$ cat src/rtl/tpu_pkg.sv
// Shared types and helpers for the TPU operand sequencer.
package tpu_pkg;

    localparam int TPU_DW = 8;
    localparam int TPU_K  = 2;

    typedef enum logic [2:0] {
        IDLE,
        LOAD,
        STREAM,
        FLUSH,
        DONE
    } seq_state_e;

    typedef logic [TPU_DW-1:0]                operand_t;
    typedef operand_t [TPU_K-1:0]             row_t;
    typedef operand_t [TPU_K-1:0][TPU_K-1:0]  weight_t;

    function automatic int max_i(input int a, input int b);
        return (a > b) ? a : b;
    endfunction

endpackage

$ cat src/rtl/skew_delay_line.sv
// Fixed-depth (valid,data) shift register; DEPTH=0 is a plain wire.
module skew_delay_line #(
    parameter int DEPTH = 0,
    parameter int DW    = 8
) (
    input  logic          clk,
    input  logic          rst,
    input  logic          i_valid,
    input  logic [DW-1:0] i_data,
    output logic          o_valid,
    output logic [DW-1:0] o_data
);

    generate
        if (DEPTH == 0) begin : g_pass
            // The zero-depth lane has no state, so the clock and reset are intentionally left unused.
            logic w_unused;
            assign w_unused = clk ^ rst;
            assign o_valid  = i_valid;
            assign o_data   = i_data;
        end else begin : g_shift
            logic [DEPTH-1:0]         r_valid;
            logic [DEPTH-1:0][DW-1:0] r_data;

            // Shift the element one stage per cycle; reset discards anything in flight.
            always_ff @(posedge clk or posedge rst) begin
                if (rst) begin
                    r_valid <= '0;
                    r_data  <= '0;
                end else begin
                    r_valid[0] <= i_valid;
                    r_data[0]  <= i_data;
                    for (int s = 1; s < DEPTH; s++) begin
                        r_valid[s] <= r_valid[s-1];
                        r_data[s]  <= r_data[s-1];
                    end
                end
            end

            assign o_valid = r_valid[DEPTH-1];
            assign o_data  = r_data[DEPTH-1];
        end
    endgenerate

endmodule

$ cat src/rtl/tpu_operand_sequencer.sv
// Feeds a KxK systolic array: loads weights, streams skewed data rows, drains, then pulses done.
module tpu_operand_sequencer
    import tpu_pkg::*;
#(
    parameter int K         = 2,
    parameter int DW        = TPU_DW,
    parameter int MAX_ROWS  = 8,
    parameter int WLOAD_CYC = 1,
    parameter int DRAIN_CYC = 2,
    localparam int RW       = $clog2(MAX_ROWS + 1)
) (
    input  logic                           clk,
    input  logic                           rst,
    input  logic                           cfg_valid,
    output logic                           cfg_ready,
    input  logic [K-1:0][K-1:0][DW-1:0]    cfg_weights,
    input  logic [RW-1:0]                  cfg_rows,
    input  logic                           in_valid,
    output logic                           in_ready,
    input  logic [K-1:0][DW-1:0]           in_data,
    output logic                           arr_load_weights,
    output logic [K-1:0][K-1:0][DW-1:0]    arr_weights,
    output logic                           arr_start,
    output logic [K-1:0][DW-1:0]           arr_data,
    output logic                           busy,
    output logic                           done
);

    localparam int              FLUSH_CYC  = K - 1 + DRAIN_CYC;
    localparam int              PW         = $clog2(max_i(WLOAD_CYC, FLUSH_CYC) + 1);
    localparam logic [PW-1:0]   LOAD_INIT  = PW'(WLOAD_CYC - 1);
    localparam logic [PW-1:0]   FLUSH_INIT = (FLUSH_CYC > 0) ? PW'(FLUSH_CYC - 1) : '0;
    localparam logic [RW-1:0]   ROWS_MAX   = RW'(MAX_ROWS);

    seq_state_e                    r_state;
    seq_state_e                    w_next_state;
    logic [RW-1:0]                 r_rows_left;
    logic [RW-1:0]                 w_rows_next;
    logic [RW-1:0]                 w_rows_clamped;
    logic [PW-1:0]                 r_phase;
    logic [PW-1:0]                 w_phase_next;
    logic                          r_cfg_ready;
    logic                          r_in_ready;
    logic                          r_load;
    logic                          r_busy;
    logic                          r_done;
    logic [K-1:0][K-1:0][DW-1:0]   r_weights;
    logic                          w_cfg_fire;
    logic                          w_accept;
    logic                          r_s0_valid;
    logic [K-1:0][DW-1:0]          r_s0_data;
    logic [K-1:0]                  w_lane_valid;
    logic [K-1:0][DW-1:0]          w_lane_data;

    assign w_cfg_fire     = r_cfg_ready & cfg_valid;
    assign w_accept       = r_in_ready & in_valid;
    assign w_rows_clamped = (cfg_rows > ROWS_MAX) ? ROWS_MAX : cfg_rows;

    // Next-state, row-count and phase-count decisions for the burst sequence.
    always_comb begin
        w_next_state = r_state;
        w_rows_next  = r_rows_left;
        w_phase_next = r_phase;
        case (r_state)
            IDLE: begin
                if (w_cfg_fire) begin
                    w_next_state = LOAD;
                    w_phase_next = LOAD_INIT;
                    w_rows_next  = w_rows_clamped;
                end
            end
            LOAD: begin
                if (r_phase == '0) begin
                    if (r_rows_left == '0) begin
                        w_next_state = (FLUSH_CYC > 0) ? FLUSH : DONE;
                        w_phase_next = FLUSH_INIT;
                    end else begin
                        w_next_state = STREAM;
                    end
                end else begin
                    w_phase_next = r_phase - PW'(1);
                end
            end
            STREAM: begin
                if (w_accept && (r_rows_left != '0)) begin
                    w_rows_next = r_rows_left - RW'(1);
                    if (r_rows_left == RW'(1)) begin
                        w_next_state = (FLUSH_CYC > 0) ? FLUSH : DONE;
                        w_phase_next = FLUSH_INIT;
                    end
                end
            end
            FLUSH: begin
                if (r_phase == '0) begin
                    w_next_state = DONE;
                end else begin
                    w_phase_next = r_phase - PW'(1);
                end
            end
            DONE: begin
                w_next_state = IDLE;
            end
            default: begin
                w_next_state = IDLE;
            end
        endcase
    end

    // State, counters, captured weights and all handshake/status outputs registered together.
    always_ff @(posedge clk or posedge rst) begin
        if (rst) begin
            r_state     <= IDLE;
            r_rows_left <= '0;
            r_phase     <= '0;
            r_weights   <= '0;
            r_cfg_ready <= 1'b1;
            r_in_ready  <= 1'b0;
            r_load      <= 1'b0;
            r_busy      <= 1'b0;
            r_done      <= 1'b0;
        end else begin
            r_state     <= w_next_state;
            r_rows_left <= w_rows_next;
            r_phase     <= w_phase_next;
            if (w_cfg_fire) begin
                r_weights <= cfg_weights;
            end
            r_cfg_ready <= (w_next_state == IDLE);
            r_in_ready  <= (w_next_state == STREAM) && (w_rows_next != '0);
            r_load      <= (w_next_state == LOAD);
            r_busy      <= (w_next_state != IDLE);
            r_done      <= (w_next_state == DONE);
        end
    end

    // Skew stage 0: capture an accepted row, or a zero bubble when nothing is accepted.
    always_ff @(posedge clk or posedge rst) begin
        if (rst) begin
            r_s0_valid <= 1'b0;
            r_s0_data  <= '0;
        end else begin
            r_s0_valid <= w_accept;
            r_s0_data  <= w_accept ? in_data : '0;
        end
    end

    for (genvar i = 0; i < K; i++) begin : g_lane
        skew_delay_line #(
            .DEPTH (i),
            .DW    (DW)
        ) u_skew (
            .clk     (clk),
            .rst     (rst),
            .i_valid (r_s0_valid),
            .i_data  (r_s0_data[i]),
            .o_valid (w_lane_valid[i]),
            .o_data  (w_lane_data[i])
        );
        assign arr_data[i] = w_lane_valid[i] ? w_lane_data[i] : '0;
    end

    assign arr_start        = |w_lane_valid;
    assign arr_load_weights = r_load;
    assign arr_weights      = r_load ? r_weights : '0;
    assign cfg_ready        = r_cfg_ready;
    assign in_ready         = r_in_ready;
    assign busy             = r_busy;
    assign done             = r_done;

endmodule

$ cat config.mk
export PLATFORM = sky130hd
export DESIGN_NAME = tpu_operand_sequencer
export DESIGN_NICKNAME = d
export VERILOG_FILES = /design/src/rtl/tpu_pkg.sv /design/src/rtl/skew_delay_line.sv /design/src/rtl/tpu_operand_sequencer.sv
export SDC_FILE = /design/constraint.sdc
export NUM_CORES = 1
export LEC_CHECK = 0
export BUFFER_PORTS_ARGS = -buffer_cell sky130_fd_sc_hd__buf_2
export CELL_PAD_IN_SITES_DETAIL_PLACEMENT = 1
export CELL_PAD_IN_SITES_GLOBAL_PLACEMENT = 2
export CORE_ASPECT_RATIO = 0.9
export CORE_UTILIZATION = 34
export DETAILED_ROUTE_END_ITERATION = 8
export PLACE_DENSITY = 0.89
export SYNTH_ARGS = -nofsm -noshare
export SYNTH_HDL_FRONTEND = slang
export SYNTH_SLANG_ARGS = --single-unit
$ cat constraint.sdc
create_clock -name clk -period 3.75 [get_ports clk]
set_input_delay 0.75 -clock clk [delete_from_list [all_inputs] [get_ports clk]]
set_output_delay 0.75 -clock clk [all_outputs]
set_load 0.01 [all_outputs]
==> metrics.cfg <==
[status]
outcome=complete, no violations

[pwr]
power_mw=2.82
power_density_nw_per_um2=705
leakage_nw=2.12
ir_drop_mv=0.205

[route]
wl_per_cell_um=14.4
vias=2221
drc=0
routed_wl_um=6990
dr.pass1.iters=4
via_per_inst=4.58
drtIter0Drc=25
detail-route-antenna-nets=0

[worst_setup_path]
path_max_fanout=33
path_cells=and2_1 > buf_2
arrival_ps=1580
critPathKind=flop to output pin
max_stage_delay_ps=860
worst-endpoint-required_ps=3000
ff2ff_setup_slack_ps=1580
critical_path.startpoint_type=flop
endpoint_kind=output pin
cpMaxStageDelayCell=dfrtp_1

[clock_network]
cts_setup_buffers=0
cts.sinks=72
holdBufCountCts=0
ctsResizeCount=0
clockRootBuffer=clkbuf_8
clk_path_buf_depth=2
cts.htree.levels=3
tritoncts=done
numCtsBuffers=9
clkTransAtPathRegs_ps=80
worst_skew_pair.late_latency_ps=340

[global_route]
antenna_found_initial=0
grt_overflow=0
grt_pass1_wl_um=11200
grtUsageTotal_pct=15.5
grt_most_used_layer=met2
grt_use_met3_pct=3.29
grt_max_degree=36
grt_pass1_vias=2305
use_met1_pct=18.9
met2_usage_pct=26.7

[yosys]
synth_cells=252
async_reset_ff_share_pct=100
yosysSeqAreaShare_pct=57.3
synth_cell_type_count=48
synth-edff-count=0
synth_area_sq_um=3150
synth_nets=313
synth_warnings=0
avgSynthCellArea_sq_um=12.5
synth_flop_cell=dfrtp_1
yosys_register_bits=72

[final_layout]
layout_commonest_cell=buf_2
multi_input_area_sq_um=1230
area_growth_syn_to_layout_pct=26.8
drive_gt1_share_pct=47.8
n_antenna_cell=0
fin_cells=485
layout_common_cells=buf_2, dfrtp_1, and2_1, mux2_2, and3_1
seqCellArea_sq_um=1800
fin_nets=422
design_area_sq_um=3990
fillCellCount=974

[sta]
final_hold_viol_count=0
worstMarginPinSlew_ps=787
fin_crit_sh_pct=62.1
relSlewSlack_pct=47.5
setup_viol=0
slew_viol_final=0
min_period_ps=2330
timing.final.ws_setup_ps=1420
rsz0062_at_grt=false
skew_ps=8.71
fin_tns_setup_ps=0
fmax_mhz=429

[die]
die_w_um=103
fp.dieArea_sq_um=9640
rows=32
coreArea_sq_um=8770
die_h_um=93.3
io_pins=110
start_util_pct=35.9

[place]
pre_cts_slack_ps=1390
post-dp-hpwl_um=5200
gp_congestion=0.772
dp_cells=469
placed_area_sq_um=3780
io_buffers=109

[flow_run]
max-cap-violations=0

[worst_hold_path]
min_path_type=flop to flop

-- final cells by class --
class | instances | share of cell area (%)
Clock buffer | 10 | 3.45
Clock inverter | 6 | 1.82
Inverter | 9 | 0.846
Multi-Input combinational cell | 157 | 30.8
Sequential cell | 72 | 45.2
Tap cell | 119 | 3.73
Timing Repair Buffer | 112 | 14.2
-- worst paths after layout --
check | startpoint | endpoint | cells past startpoint
min reg2reg | r_s0_data[11] | g_lane[1].u_skew.o_data[3] | 0
max reg2reg | r_rows_left[0] | r_phase[0] | 8
max | arr_load_weights | arr_weights[8] | 2
min in group asynchronous | rst | r_s0_data[4] | 2
min | r_s0_data[11] | g_lane[1].u_skew.o_data[3] | 0
max in group asynchronous | rst | r_weights[24] | 4
-- metal layers --
metal  part of all wire (%)  routed length, um  vias to the layer above
met5                      0                  0                        -
met4                    1.2                 81                        0
met3                    4.5                316                        7
met2                     51               3590                       56
met1                     43               3010                     1080
li1                       -                  -                     1078
-- Yosys cell counts (3+ instances only) --
| library cell | n | area share (%) |
|---|---|---|
| nand3_1 | 3 | 0.48 |
| and3_1 | 16 | 3.2 |
| clkbuf_1 | 5 | 0.60 |
| and2_1 | 49 | 9.7 |
| nor2_1 | 7 | 0.84 |
| ha_1 | 5 | 2.0 |
| dfrtp_1 | 71 | 56 |
| mux2i_1 | 3 | 0.95 |
| inv_1 | 9 | 1.1 |
| or2_2 | 3 | 0.60 |
| mux2_2 | 32 | 11 |
| nand2_1 | 5 | 0.60 |
| buf_1 | 3 | 0.36 |
-- cells by family (layout without fill, tap and decap cells) --
| kind of cell | count (synthesis) | in the layout | synth area share, % |
|---|---|---|---|
| multiplexers | 36 | 36 | 12.8 |
| flip-flops | 72 | 72 | 57.3 |
| AND/OR/NAND/NOR | 100 | 100 | 20.0 |
| XOR/XNOR | 1 | 1 | 0.278 |
| buffers and inverters | 23 | 137 | 3.70 |
| adder cells (fa/ha/maj) | 5 | 5 | 1.99 |
| AO/OA/AOI/OAI | 15 | 15 | 3.94 |
-- sequential cells by signal (all words and copies together), names as in the netlist --
name                   count
cfg_ready                  1
r_s0_data                 16
r_rows_left                4
in_ready                   1
done                       1
busy                       1
r_state                    3
arr_load_weights           1
r_s0_valid                 1
r_phase                    2
g_lane.u_skew.o_data       8
g_lane.u_skew.o_valid      1
r_weights                 32
-- power by group --
group | leakage, nW | internal (mW) | switching [mW]
clock network | 0.104 | 0.335 | 0.306
registers | 0.904 | 1.05 | 0.215
logic | 1.11 | 0.481 | 0.423
-- stage by stage --
stage,utilization [%],hold slack (ps)
after floorplan,-,331
after CTS,45.5,358
final,45.5,354
after detailed placement,43.1,336
after global placement,43.1,332
after global routing,45.5,355
-- critical path: cells and delay by family, from the launching register on --
kind                   cells  cell delay [ps]
flip-flops                 1              860
buffers and inverters      1              140
AND/OR/NAND/NOR            1              250
(Power assumes the default switching activity.)
